$ cat src/rtl/mips16_run_ctrl_if.sv
// Host command channel between the pin wrapper and the run-control sequencer.
//
// Handshake: a command (cmd_op, cmd_data) transfers on a clk edge where
// cmd_valid && cmd_ready. The host holds cmd_valid/cmd_op/cmd_data stable
// until that edge; cmd_ready depends only on the controller state, never
// on cmd_valid.
interface mips16_run_ctrl_if;
    logic       cmd_valid;
    logic       cmd_ready;
    logic [2:0] cmd_op;
    logic [7:0] cmd_data;

    modport master (
        output cmd_valid,
        output cmd_op,
        output cmd_data,
        input  cmd_ready
    );

    modport slave (
        input  cmd_valid,
        input  cmd_op,
        input  cmd_data,
        output cmd_ready
    );
endinterface

$ cat src/rtl/mips16_run_ctrl.sv
// Run-control sequencer for the 16-bit single-cycle MIPS core: loads imem
// from host bytes, runs/halts/steps/resets the core, and stops on a
// one-entry PC breakpoint.
module mips16_run_ctrl #(
    parameter int IMEM_DEPTH = 16,
    parameter int ADDR_W     = 4,
    parameter int RST_CYCLES = 2
) (
    input  logic              clk,
    input  logic              rst,
    mips16_run_ctrl_if.slave  cmd,
    input  logic [15:0]       pc,
    output logic              cpu_en,
    output logic              cpu_rst,
    output logic              imem_we,
    output logic [ADDR_W-1:0] imem_addr,
    output logic [15:0]       imem_wdata,
    output logic [2:0]        state_o,
    output logic              bp_hit,
    output logic              err
);
    localparam int RC_W = (RST_CYCLES > 1) ? $clog2(RST_CYCLES) : 1;
    localparam logic [ADDR_W-1:0] LAST_WORD = ADDR_W'(IMEM_DEPTH - 1);
    localparam logic [RC_W-1:0]   RST_INIT  = RC_W'(RST_CYCLES - 1);

    localparam logic [2:0] OP_NOP   = 3'd0;
    localparam logic [2:0] OP_LOAD  = 3'd1;
    localparam logic [2:0] OP_DATA  = 3'd2;
    localparam logic [2:0] OP_RUN   = 3'd3;
    localparam logic [2:0] OP_HALT  = 3'd4;
    localparam logic [2:0] OP_STEP  = 3'd5;
    localparam logic [2:0] OP_SETBP = 3'd6;
    localparam logic [2:0] OP_RESET = 3'd7;

    typedef enum logic [2:0] {
        IDLE    = 3'd0,
        LOAD_LO = 3'd1,
        LOAD_HI = 3'd2,
        RUN     = 3'd3,
        STEP    = 3'd4,
        CPURST  = 3'd5
    } state_t;

    state_t            state, state_n;
    logic              ready;
    logic              accept;
    logic              bp_match;
    logic [ADDR_W-1:0] cnt;
    logic [7:0]        low_byte;
    logic              skip;
    logic              bp_en;
    logic [ADDR_W-1:0] bp_idx;
    logic [RC_W-1:0]   rst_cnt;

    // Only the word-index bits of the byte PC take part in the breakpoint.
    logic unused_pc;
    assign unused_pc = ^{pc[15:ADDR_W+1], pc[0]};

    assign cmd.cmd_ready = ready;
    assign accept        = cmd.cmd_valid && ready;
    assign state_o       = state;
    // skip masks the match on the first RUN cycle so a resume from the
    // breakpoint PC executes that instruction.
    assign bp_match      = bp_en && (pc[ADDR_W:1] == bp_idx) && !skip;

    // State register.
    always_ff @(posedge clk) begin
        if (rst) state <= IDLE;
        else     state <= state_n;
    end

    // Next-state decode plus combinational core controls and cmd_ready.
    always_comb begin
        state_n = state;
        ready   = 1'b0;
        cpu_en  = 1'b0;
        cpu_rst = 1'b0;
        case (state)
            IDLE: begin
                ready = 1'b1;
                if (accept) begin
                    case (cmd.cmd_op)
                        OP_LOAD:  state_n = LOAD_LO;
                        OP_RUN:   state_n = RUN;
                        OP_STEP:  state_n = STEP;
                        OP_RESET: state_n = CPURST;
                        default:  state_n = IDLE;
                    endcase
                end
            end
            LOAD_LO: begin
                ready = 1'b1;
                if (accept && cmd.cmd_op == OP_DATA)      state_n = LOAD_HI;
                else if (accept && cmd.cmd_op == OP_HALT) state_n = IDLE;
            end
            LOAD_HI: begin
                ready = 1'b1;
                if (accept && cmd.cmd_op == OP_DATA)
                    state_n = (cnt == LAST_WORD) ? IDLE : LOAD_LO;
                else if (accept && cmd.cmd_op == OP_HALT)
                    state_n = IDLE;
            end
            RUN: begin
                ready  = 1'b1;
                cpu_en = !bp_match;
                if (bp_match || (accept && cmd.cmd_op == OP_HALT)) state_n = IDLE;
            end
            STEP: begin
                cpu_en  = 1'b1;
                state_n = IDLE;
            end
            CPURST: begin
                cpu_rst = 1'b1;
                if (rst_cnt == '0) state_n = IDLE;
            end
            default: state_n = IDLE;
        endcase
    end

    // Datapath: load counter, imem write port, breakpoint and sticky flags.
    always_ff @(posedge clk) begin
        if (rst) begin
            cnt        <= '0;
            low_byte   <= '0;
            skip       <= 1'b0;
            bp_en      <= 1'b0;
            bp_idx     <= '0;
            rst_cnt    <= '0;
            bp_hit     <= 1'b0;
            err        <= 1'b0;
            imem_we    <= 1'b0;
            imem_addr  <= '0;
            imem_wdata <= '0;
        end else begin
            imem_we <= 1'b0;
            case (state)
                IDLE: begin
                    if (accept) begin
                        case (cmd.cmd_op)
                            OP_LOAD: begin
                                cnt <= '0;
                                err <= 1'b0;
                            end
                            OP_RUN: begin
                                bp_hit <= 1'b0;
                                skip   <= 1'b1;
                            end
                            OP_STEP:  bp_hit  <= 1'b0;
                            OP_RESET: rst_cnt <= RST_INIT;
                            OP_SETBP: begin
                                bp_en  <= cmd.cmd_data[7];
                                bp_idx <= cmd.cmd_data[ADDR_W-1:0];
                            end
                            OP_DATA:  err <= 1'b1;
                            default:  ;
                        endcase
                    end
                end
                LOAD_LO, LOAD_HI: begin
                    if (accept) begin
                        case (cmd.cmd_op)
                            OP_DATA: begin
                                if (state == LOAD_LO) begin
                                    low_byte <= cmd.cmd_data;
                                end else begin
                                    imem_we    <= 1'b1;
                                    imem_addr  <= cnt;
                                    imem_wdata <= {cmd.cmd_data, low_byte};
                                    cnt        <= cnt + 1'b1;
                                end
                            end
                            OP_NOP, OP_HALT: ;
                            default: err <= 1'b1;
                        endcase
                    end
                end
                RUN: begin
                    skip <= 1'b0;
                    if (bp_match) bp_hit <= 1'b1;
                    if (accept) begin
                        case (cmd.cmd_op)
                            OP_NOP, OP_HALT: ;
                            OP_SETBP: begin
                                bp_en  <= cmd.cmd_data[7];
                                bp_idx <= cmd.cmd_data[ADDR_W-1:0];
                            end
                            default: err <= 1'b1;
                        endcase
                    end
                end
                CPURST: begin
                    if (rst_cnt != '0) rst_cnt <= rst_cnt - 1'b1;
                end
                default: ;
            endcase
        end
    end
endmodule

$ cat src/flat_wrapper.sv
// flat-port wrapper written by rule: the top's interface ports become plain ports
module mips16_run_ctrl_flat 
#(
    parameter int IMEM_DEPTH = 16,
    parameter int ADDR_W     = 4,
    parameter int RST_CYCLES = 2
)
  (clk, rst, pc, cpu_en, cpu_rst, imem_we, imem_addr, imem_wdata, state_o, bp_hit, err, cmd_cmd_valid, cmd_cmd_op, cmd_cmd_data, cmd_cmd_ready);
  mips16_run_ctrl_if cmd_i ();
  input  logic clk;
  input  logic rst;
  input  logic [15:0] pc;
  output logic cpu_en;
  output logic cpu_rst;
  output logic imem_we;
  output logic [ADDR_W-1:0] imem_addr;
  output logic [15:0] imem_wdata;
  output logic [2:0] state_o;
  output logic bp_hit;
  output logic err;
  input wire logic [$bits(cmd_i.cmd_valid)-1:0] cmd_cmd_valid;
  input wire logic [$bits(cmd_i.cmd_op)-1:0] cmd_cmd_op;
  input wire logic [$bits(cmd_i.cmd_data)-1:0] cmd_cmd_data;
  output wire logic [$bits(cmd_i.cmd_ready)-1:0] cmd_cmd_ready;
  assign cmd_i.cmd_valid = cmd_cmd_valid;
  assign cmd_i.cmd_op = cmd_cmd_op;
  assign cmd_i.cmd_data = cmd_cmd_data;
  assign cmd_cmd_ready = cmd_i.cmd_ready;
  mips16_run_ctrl #(.IMEM_DEPTH(IMEM_DEPTH), .ADDR_W(ADDR_W), .RST_CYCLES(RST_CYCLES)) u_core (.clk(clk), .rst(rst), .cmd(cmd_i), .pc(pc), .cpu_en(cpu_en), .cpu_rst(cpu_rst), .imem_we(imem_we), .imem_addr(imem_addr), .imem_wdata(imem_wdata), .state_o(state_o), .bp_hit(bp_hit), .err(err));
endmodule
$ cat config.mk
export PLATFORM = sky130hd
export DESIGN_NAME = mips16_run_ctrl_flat
export DESIGN_NICKNAME = d
export VERILOG_FILES = /design/src/rtl/mips16_run_ctrl_if.sv /design/src/rtl/mips16_run_ctrl.sv /design/src/flat_wrapper.sv
export SDC_FILE = /design/constraint.sdc
export NUM_CORES = 1
export LEC_CHECK = 0
export CAP_MARGIN = 5
export CORE_AREA = 3 3 71 73
export CTS_BUF_LIST = sky130_fd_sc_hd__clkbuf_4 sky130_fd_sc_hd__clkbuf_8
export DETAILED_ROUTE_END_ITERATION = 12
export DIE_AREA = 0 0 74 76
export PLACE_DENSITY_LB_ADDON = 0.08
export SLEW_MARGIN = 20
export SYNTH_ARGS = -nofsm -noshare
export SYNTH_HDL_FRONTEND = slang
export SYNTH_SLANG_ARGS = --single-unit
export TNS_END_PERCENT = 30
$ cat constraint.sdc
create_clock -name clk -period 1.5 [get_ports clk]
set_input_delay 0.3 -clock clk [delete_from_list [all_inputs] [get_ports clk]]
set_output_delay 0.3 -clock clk [all_outputs]
set_load 0.05 [all_outputs]
==> load_flow_metrics.sql, run 1 <==
INSERT INTO impl_metrics (metric_group, metric, value, unit) VALUES
('run_status', 'status', 'finished with violations', ''),
('run_status', 'violations_in_the_final_reports', 'setup timing', ''),
('grt', 'grt_pass1_vias', '1770', ''),
('clock_tree', 'worstSkewPairLatency', '300', 'ps'),
('clock_tree', 'cts_tree', 'built', ''),
('floorplan', 'floorplan.die.height', '76', 'um'),
('drt', 'drt-vias-per-instance', '5.310', ''),
('cells_and_area', 'mostFrequentLayoutCells', 'nand2_1 (41), dfxtp_1 (38), buf_4 (36)', ''),
('timing', 'final.setup.worst_slack', '-192.1', 'ps'),
('critical_path', 'max_stage_delay', '370', 'ps'),
('cells_and_area', 'finalNetCount', '352', ''),
('critical_path', 'critical_path_class', 'reg -> out', ''),
('timing', 'timing.final.crit_period', '1692', 'ps'),
('critical_path', 'cp_slowest_cell', 'dfxtp_4', ''),
('clock_tree', 'cts.htree.levels', '2', ''),
('synthesis', 'synth.distinct_cells', '38', ''),
('drt', 'detail_route.wirelength', '5616', 'um'),
('floorplan', 'die-area', '0.005624', 'mm2'),
('cells_and_area', 'share_of_final_layout_standard_cells_stronger_than_drive_strength_1', '0.4317', ''),
('timing', 'finalClockSkew', '5.000', 'ps'),
('floorplan', 'area_inside_the_core_boundary', '0.004414', 'mm2'),
('synthesis', 'synthesis.area', '0.001961', 'mm2'),
('drt', 'number_of_nets_still_failing_antenna_checks_after_routing', '0', ''),
('critical_path', 'worstReg2RegEnd', 'u_core.bp_hit$_SDFFE_PP0P_', ''),
('power_and_ir_drop', 'max-vdd-ir-drop', '0.5334', 'mV'),
('timing', 'max_freq', '0.5910', 'GHz'),
('synthesis', 'post_synth.cell_area_avg', '8.488', 'um2'),
('synthesis', 'synth_top_flop_cell', 'dfxtp_1', ''),
('clock_tree', 'clkTransAtPathRegs', '80', 'ps'),
('timing', 'worstMarginPinSlew', '340.0', 'ps'),
('critical_path', 'r2r_start', 'u_core.bp_idx[2]$_SDFFE_PP0P_', ''),
('clock_tree', 'clk_path_buf_depth', '2', ''),
('critical_path', 'timing.reg2reg.worst_path_depth', '8', ''),
('critical_path', 'timing.critical_path.required', '1200', 'ps'),
('placement', 'place_hpwl', '3440', 'um'),
('clock_tree', 'cts.sinks', '45', ''),
('power_and_ir_drop', 'leakagePower', '0.001420', 'uW'),
('timing', 'rsz_0062_raised_after_global_routing', 'true', ''),
('cells_and_area', 'antenna_cells_inserted', '0', ''),
('cells_and_area', 'nFillCells', '290', ''),
('grt', 'grt_pass1_wl', '8204', 'um'),
('floorplan', 'start_util', '0.4442', ''),
('placement', 'dpl.cell_count', '348', ''),
('synthesis', 'postSynthRegisterBits', '45', ''),
('cells_and_area', 'instances_no_fill', '374', ''),
('worst_hold_path', 'worst_hold_path.endpoint', 'u_core.imem_wdata[1]$_SDFFE_PP0P_', ''),
('critical_path', 'path_max_fanout', '4', ''),
('floorplan', 'floorplan.io_pins', '59', ''),
('synthesis', 'fraction_of_synthesis_flops_using_an_asynchronous_set_or_reset_pin', '0', ''),
('placement', 'preCtsSetupSlack', '-455.3', 'ps'),
('synthesis', 'synth.area.top_cells', 'dfxtp_1 (46%), nand2_1 (8.2%), a21oi_1 (7.1%), mux2i_1 (7.1%), nor2_1 (4.0%)', ''),
('grt', 'maximum_number_of_pins_on_one_net_before_global_route_repair', '31', ''),
('clock_tree', 'cts.hold.buffers_added', '0', ''),
('critical_path', 'endpoint_kind', 'output pin', ''),
('floorplan', 'placement_rows', '24', ''),
('critical_path', 'type_of_origin_of_the_critical_path', 'flop', ''),
('synthesis', 'synth_largest_area_cell', 'dfxtp_1', ''),
('synthesis', 'ys_warn_count', '0', ''),
('drt', 'vias', '1986', ''),
('critical_path', 'worstPathCellList', 'nand3b_1 -> inv_1 -> o21ai_1 -> buf_4 -> o31ai_4 -> buf_6', ''),
('synthesis', 'postSynthCellCount', '231', ''),
('run', 'timing.max_cap.violations', '0', ''),
('placement', 'place.port_buffers', '46', ''),
('timing', 'finalSetupViolations', '28', ''),
('cells_and_area', 'synthToLayoutAreaGrowth', '80.28', '%'),
('worst_hold_path', 'holdCritStartpoint', 'u_core.low_byte[1]$_SDFFE_PP0P_', ''),
('synthesis', 'synth_top_area_frac', '0.4595', ''),
('clock_tree', 'cts-root-buf', 'clkbuf_8', ''),
('cells_and_area', 'layout.cells.most_common', 'nand2_1', ''),
('floorplan', 'die_width', '74', 'um'),
('worst_hold_path', 'holdCritPathClass', 'reg -> reg', '');
[how the worst max path moves through the flow]
stage	start	end	slack (ps)	cells past startpoint
5_1_grt	u_core.state_o[2]$_SDFFE_PP0P_	cpu_en	-260	6
4_1_cts	u_core.bp_idx[0]$_SDFFE_PP0P_	cpu_en	-200	6
3_5_place_dp	cmd_cmd_op[0]	u_core.cnt[1]$_SDFFE_PP0P_	-460	5
2_1_floorplan	u_core.state_o[2]$_SDFFE_PP0P_	cpu_en	-250	3
3_3_place_gp	cmd_cmd_op[0]	u_core.cnt[1]$_SDFFE_PP0P_	-410	5
6_report	u_core.state_o[2]$_SDFFE_PP0P_	cpu_en	-190	6
[tightest hold or removal path, delay by kind of cell, from the launching register on]
kind            cells  cell delay, ps
compound gates      1              50
flops               1             320
simple gates        1              50
[cells in the mapped netlist, drive strengths merged, types with 4 or more instances]
cell,instances
a21oi,28
buf,10
clkbuf,7
dfxtp,45
inv,8
mux2i,14
nand2,43
nand3,4
nor2,21
o21ai,5
xnor2,6
[kinds of logic after synthesis]
logic type               after synthesis  share of synthesized area
multiplexers                          14                    0.07147
flip-flops                            45                     0.4595
adder cells (fa/ha/maj)                1                   0.006381
buffers and inverters                 25                    0.05680
AND/OR/NAND/NOR                       92                     0.2285
AO/OA/AOI/OAI                         47                     0.1461
XOR/XNOR                               7                    0.03127
[metrics by stage]
step | TNS (ps) | power (uW) | cell area, um2 | hold slack (ps) | utilization
after CTS | -582.2 | 2496 | 3268 | 458.2 | 0.7404
after global placement | -14430 | 1631 | 2987 | 436.8 | 0.6766
after detailed placement | -16300 | 1635 | 2987 | 447.3 | 0.6766
after global routing | -2898 | 2641 | 3535 | 476.4 | 0.8007
final | -935.0 | 2551 | 3535 | 455.6 | 0.8007
after floorplan | -250.2 | 1435 | 2003 | 431.6 | -
[timing repair]
action,CTS,global route
buffers inserted,11,5
gates cloned,0,2
gates resized for setup,33,41
pin swaps,10,21
endpoints found under the setup margin,41,46
[state kept, by name, indices dropped and copies added (netlist names), 3 cells and up]
signal             count
u_core.bp_idx          4
u_core.cnt             4
u_core.imem_addr       4
u_core.imem_wdata     16
u_core.low_byte        8
u_core.state_o         3
[power by group]
| group | switching [uW] | total [uW] | internal (uW) |
|---|---|---|---|
| registers | 20.0 | 1230 | 1210 |
| logic | 231 | 492 | 261 |
| clock network | 414 | 830 | 417 |
| total | 665 | 2550 | 1890 |
[cell type report]
| cell class | instances | area, um2 | share of cell area |
|---|---|---|---|
| Timing Repair Buffer | 100 | 1225 | 0.3465 |
| Clock buffer | 7 | 96.34 | 0.02726 |
| Clock inverter | 1 | 5.005 | 0.001416 |
| Inverter | 8 | 33.78 | 0.009558 |
| Tap cell | 52 | 65.06 | 0.01841 |
| Sequential cell | 45 | 917.1 | 0.2595 |
| Multi-Input combinational cell | 161 | 1192 | 0.3373 |
[routing by layer]
| metal | global-route usage | up-vias | share of wire |
|---|---|---|---|
| li1 | - | 973 | - |
| met1 | 0.2405 | 956 | 0.44 |
| met2 | 0.2934 | 51 | 0.50 |
| met3 | 0.05277 | 6 | 0.049 |
| met4 | 0.05072 | 0 | 0.010 |
| met5 | 0 | - | 0 |
No activity file was read; power rests on OpenSTA's default activity.
==> run 2: changes to the inputs <==
- CELL_PAD_IN_SITES_DETAIL_PLACEMENT: default -> 0
- CELL_PAD_IN_SITES_GLOBAL_PLACEMENT: default -> 1
- CORE_AREA: 3 3 71 73 -> 3 3 83 85
- DIE_AREA: 0 0 74 76 -> 0 0 86 88
==> run 2 against run 1 <==
The flow still finishes with violations (setup timing). Combinational power shrank 12%. First-iteration DRC count decreased by 2.2%. Die area is 35% higher. Critical path depth decreased by 1. Sequential power barely moved. Clock-buffer cell count shrank 1. Critical path type unchanged. Largest cell class unchanged.
==> load_flow_metrics.sql, run 2 (synthesized netlist as in run 1, its figures left out) <==
INSERT INTO impl_metrics (metric_group, metric, value, unit) VALUES
('cells_and_area', 'share_of_final_layout_standard_cells_stronger_than_drive_strength_1', '0.3950', ''),
('cells_and_area', 'synthToLayoutAreaGrowth', '77.98', '%'),
('drt', 'firstDrtPassIters', '4', ''),
('grt', 'grt_antenna_before_repair', '0', ''),
('floorplan', 'floorplan.die.height', '88', 'um'),
('worst_hold_path', 'holdCritPathClass', 'reg -> reg', ''),
('clock_tree', 'cts.htree.levels', '2', ''),
('drt', 'drc', '0', ''),
('timing', 'hold_violations', '0', ''),
('critical_path', 'type_of_origin_of_the_critical_path', 'flop', ''),
('timing', 'slew-limit-headroom', '0.7245', ''),
('cells_and_area', 'largest_reg_flops', '16', ''),
('timing', 'finalClockSkew', '2.693', 'ps'),
('drt', 'number_of_nets_still_failing_antenna_checks_after_routing', '0', ''),
('grt', 'global_route.usage.met1', '0.1798', ''),
('drt', 'drt-vias-per-instance', '4.838', ''),
('grt', 'grt_pass1_vias', '1854', ''),
('floorplan', 'die-area', '0.007568', 'mm2'),
('timing', 'final.setup.worst_slack', '-160.1', 'ps'),
('timing', 'worstMarginPinSlew', '409.8', 'ps'),
('critical_path', 'max_stage_delay', '340', 'ps'),
('drt', 'vias', '1916', ''),
('power_and_ir_drop', 'pwr_density_cell', '749.8', 'mW/mm2'),
('critical_path', 'endpoint_kind', 'output pin', ''),
('floorplan', 'area_inside_the_core_boundary', '0.006277', 'mm2'),
('timing', 'timing.final.crit_period', '1660', 'ps'),
('grt', 'use_met3', '0.05080', ''),
('timing', 'maxSlewViolCount', '0', ''),
('placement', 'gp_congestion', '0.7969', ''),
('timing', 'fin_worst_hold_slack', '459.5', 'ps'),
('drt', 'post_drt_wl_per_cell', '13.99', 'um'),
('drt', 'detail_route.wirelength', '5539', 'um'),
('cells_and_area', 'layout.cells.most_common', 'nand2_1', ''),
('grt', 'top_usage_layer', 'met2', ''),
('cells_and_area', 'nFillCells', '581', ''),
('grt', 'maximum_number_of_pins_on_one_net_before_global_route_repair', '46', ''),
('critical_path', 'timing.critical_path.required', '1200', 'ps'),
('critical_path', 'r2r_start', 'u_core.state_o[1]$_SDFFE_PP0P_', ''),
('floorplan', 'start_util', '0.3123', ''),
('cells_and_area', 'multi_input_comb_area', '0.001120', 'mm2'),
('run_status', 'status', 'finished with violations', ''),
('run_status', 'violations_in_the_final_reports', 'setup timing', ''),
('cells_and_area', 'max_flop_register', 'u_core.imem_wdata', ''),
('clock_tree', 'cts-root-buf', 'clkbuf_8', ''),
('critical_path', 'r2r_setup_slack', '-10', 'ps'),
('clock_tree', 'cts_made_buffers', '5', ''),
('cells_and_area', 'top_registers', 'u_core.imem_wdata (16), u_core.low_byte (8)', ''),
('run', 'timing.max_cap.violations', '0', ''),
('floorplan', 'floorplan.io_pins', '59', ''),
('critical_path', 'path_max_fanout', '2', ''),
('power_and_ir_drop', 'report.power.total', '2616', 'uW'),
('cells_and_area', 'sequential_standard_cell_area', '915.9', 'um2'),
('floorplan', 'die_width', '86', 'um'),
('worst_hold_path', 'holdCritStartpoint', 'u_core.low_byte[4]$_SDFFE_PP0P_', ''),
('floorplan', 'placement_rows', '29', ''),
('cells_and_area', 'mostFrequentLayoutCells', 'nand2_1 (42), dfxtp_1 (39), buf_4 (34)', ''),
('timing', 'finalSetupViolations', '4', ''),
('grt', 'global_route.overflow_total', '0', ''),
('critical_path', 'worst_path_arrival_time', '1360', 'ps'),
('grt', 'grtUsageTotal', '0.1467', ''),
('drt', 'detailedRoute.firstIterationViolations', '87', ''),
('clock_tree', 'worstSkewPairLatency', '300', 'ps'),
('grt', 'grt_pass1_wl', '8825', 'um'),
('power_and_ir_drop', 'leakagePower', '0.001400', 'uW'),
('placement', 'place.port_buffers', '46', ''),
('clock_tree', 'cts.sinks', '45', ''),
('timing', 'min_period_over_period', '1.107', ''),
('clock_tree', 'cts.hold.buffers_added', '0', ''),
('cells_and_area', 'antenna_cells_inserted', '0', ''),
('critical_path', 'cp_slowest_cell', 'dfxtp_2', ''),
('clock_tree', 'clk_path_buf_depth', '2', ''),
('power_and_ir_drop', 'max-vdd-ir-drop', '0.4968', 'mV'),
('critical_path', 'critical_path_class', 'reg -> out', ''),
('cells_and_area', 'finalNetCount', '349', ''),
('critical_path', 'crit_path_start', 'u_core.bp_idx[0]$_SDFFE_PP0P_', ''),
('timing', 'rsz_0062_raised_after_global_routing', 'true', ''),
('clock_tree', 'cts_tree', 'built', ''),
('clock_tree', 'clkTransAtPathRegs', '90', 'ps'),
('placement', 'place_hpwl', '3667', 'um'),
('timing', 'max_freq', '0.6024', 'GHz'),
('grt', 'gr-usage-met2', '0.2418', ''),
('critical_path', 'worstPathCellList', 'xnor2_2 -> nand3_2 -> o21ai_4 -> o31ai_4 -> buf_6', '');
-- run 2: cell count changes in the layout (fill, tap and decap cells not counted), moves of 2 or more --
cell | previous run | this run
a21oi_2 | 13 | 9
a21oi_1 | 15 | 18
buf_4 | 36 | 34
clkbuf_8 | 7 | 5
nor3b_2 | 0 | 2
xnor2_1 | 1 | 3
-- run 2: through the flow --
step,worst slack (ps),TNS (ps),cell area [um2],utilization,cells
6_report,-160.1,-216.2,3490,0.5559,396
2_1_floorplan,-245.3,-250.2,2003,-,231
4_1_cts,-245.4,-379.1,3178,0.5063,382
3_5_place_dp,-478.2,-16690,3030,0.4828,373
3_3_place_gp,-481.6,-16520,3030,0.4828,373
5_1_grt,-249.4,-2137,3490,0.5559,396
-- run 2: what timing repair did --
action / 4_1_cts / 5_1_grt
cloned: 0 / 2
setup buffers: 1 / 13
pin swaps: 8 / 14
setup endpoints to repair: 38 / 41
resized for setup: 19 / 45
-- run 2: layer usage --
layer	vias up	wire length, um
met5	-	0
met4	0	70
met3	7	322
met2	39	2590
met1	907	2555
li1	963	-
-- run 2: final cells by class --
| class | instances | area share |
|---|---|---|
| flip-flops and latches | 45 | 0.2625 |
| repair buffers | 97 | 0.3464 |
| multi-input cells | 161 | 0.3209 |
| clock buffers | 6 | 0.02187 |
| inverters | 8 | 0.009681 |
| clock inverters | 2 | 0.01112 |
| well taps | 77 | 0.02761 |
-- run 2: where the power goes --
group	switching, uW	total, uW	internal [uW]
sequential	25.9	1230	1210
clock	431	950	519
combinational	205	433	228
-- run 2: worst paths after layout --
check,to,depth (start not counted)
max,cpu_en,5
min,u_core.imem_wdata[4]$_SDFFE_PP0P_,2
max reg2reg,u_core.cnt[1]$_SDFFE_PP0P_,5
min reg2reg,u_core.imem_wdata[4]$_SDFFE_PP0P_,2
-- run 2: critical path: cells and delay by family (launching register included) --
| kind | cells | cell delay (ps) |
|---|---|---|
| buf+inv | 1 | 160 |
| flops | 1 | 340 |
| xor+xnor | 1 | 150 |
| compound gates | 2 | 280 |
| simple gates | 1 | 130 |
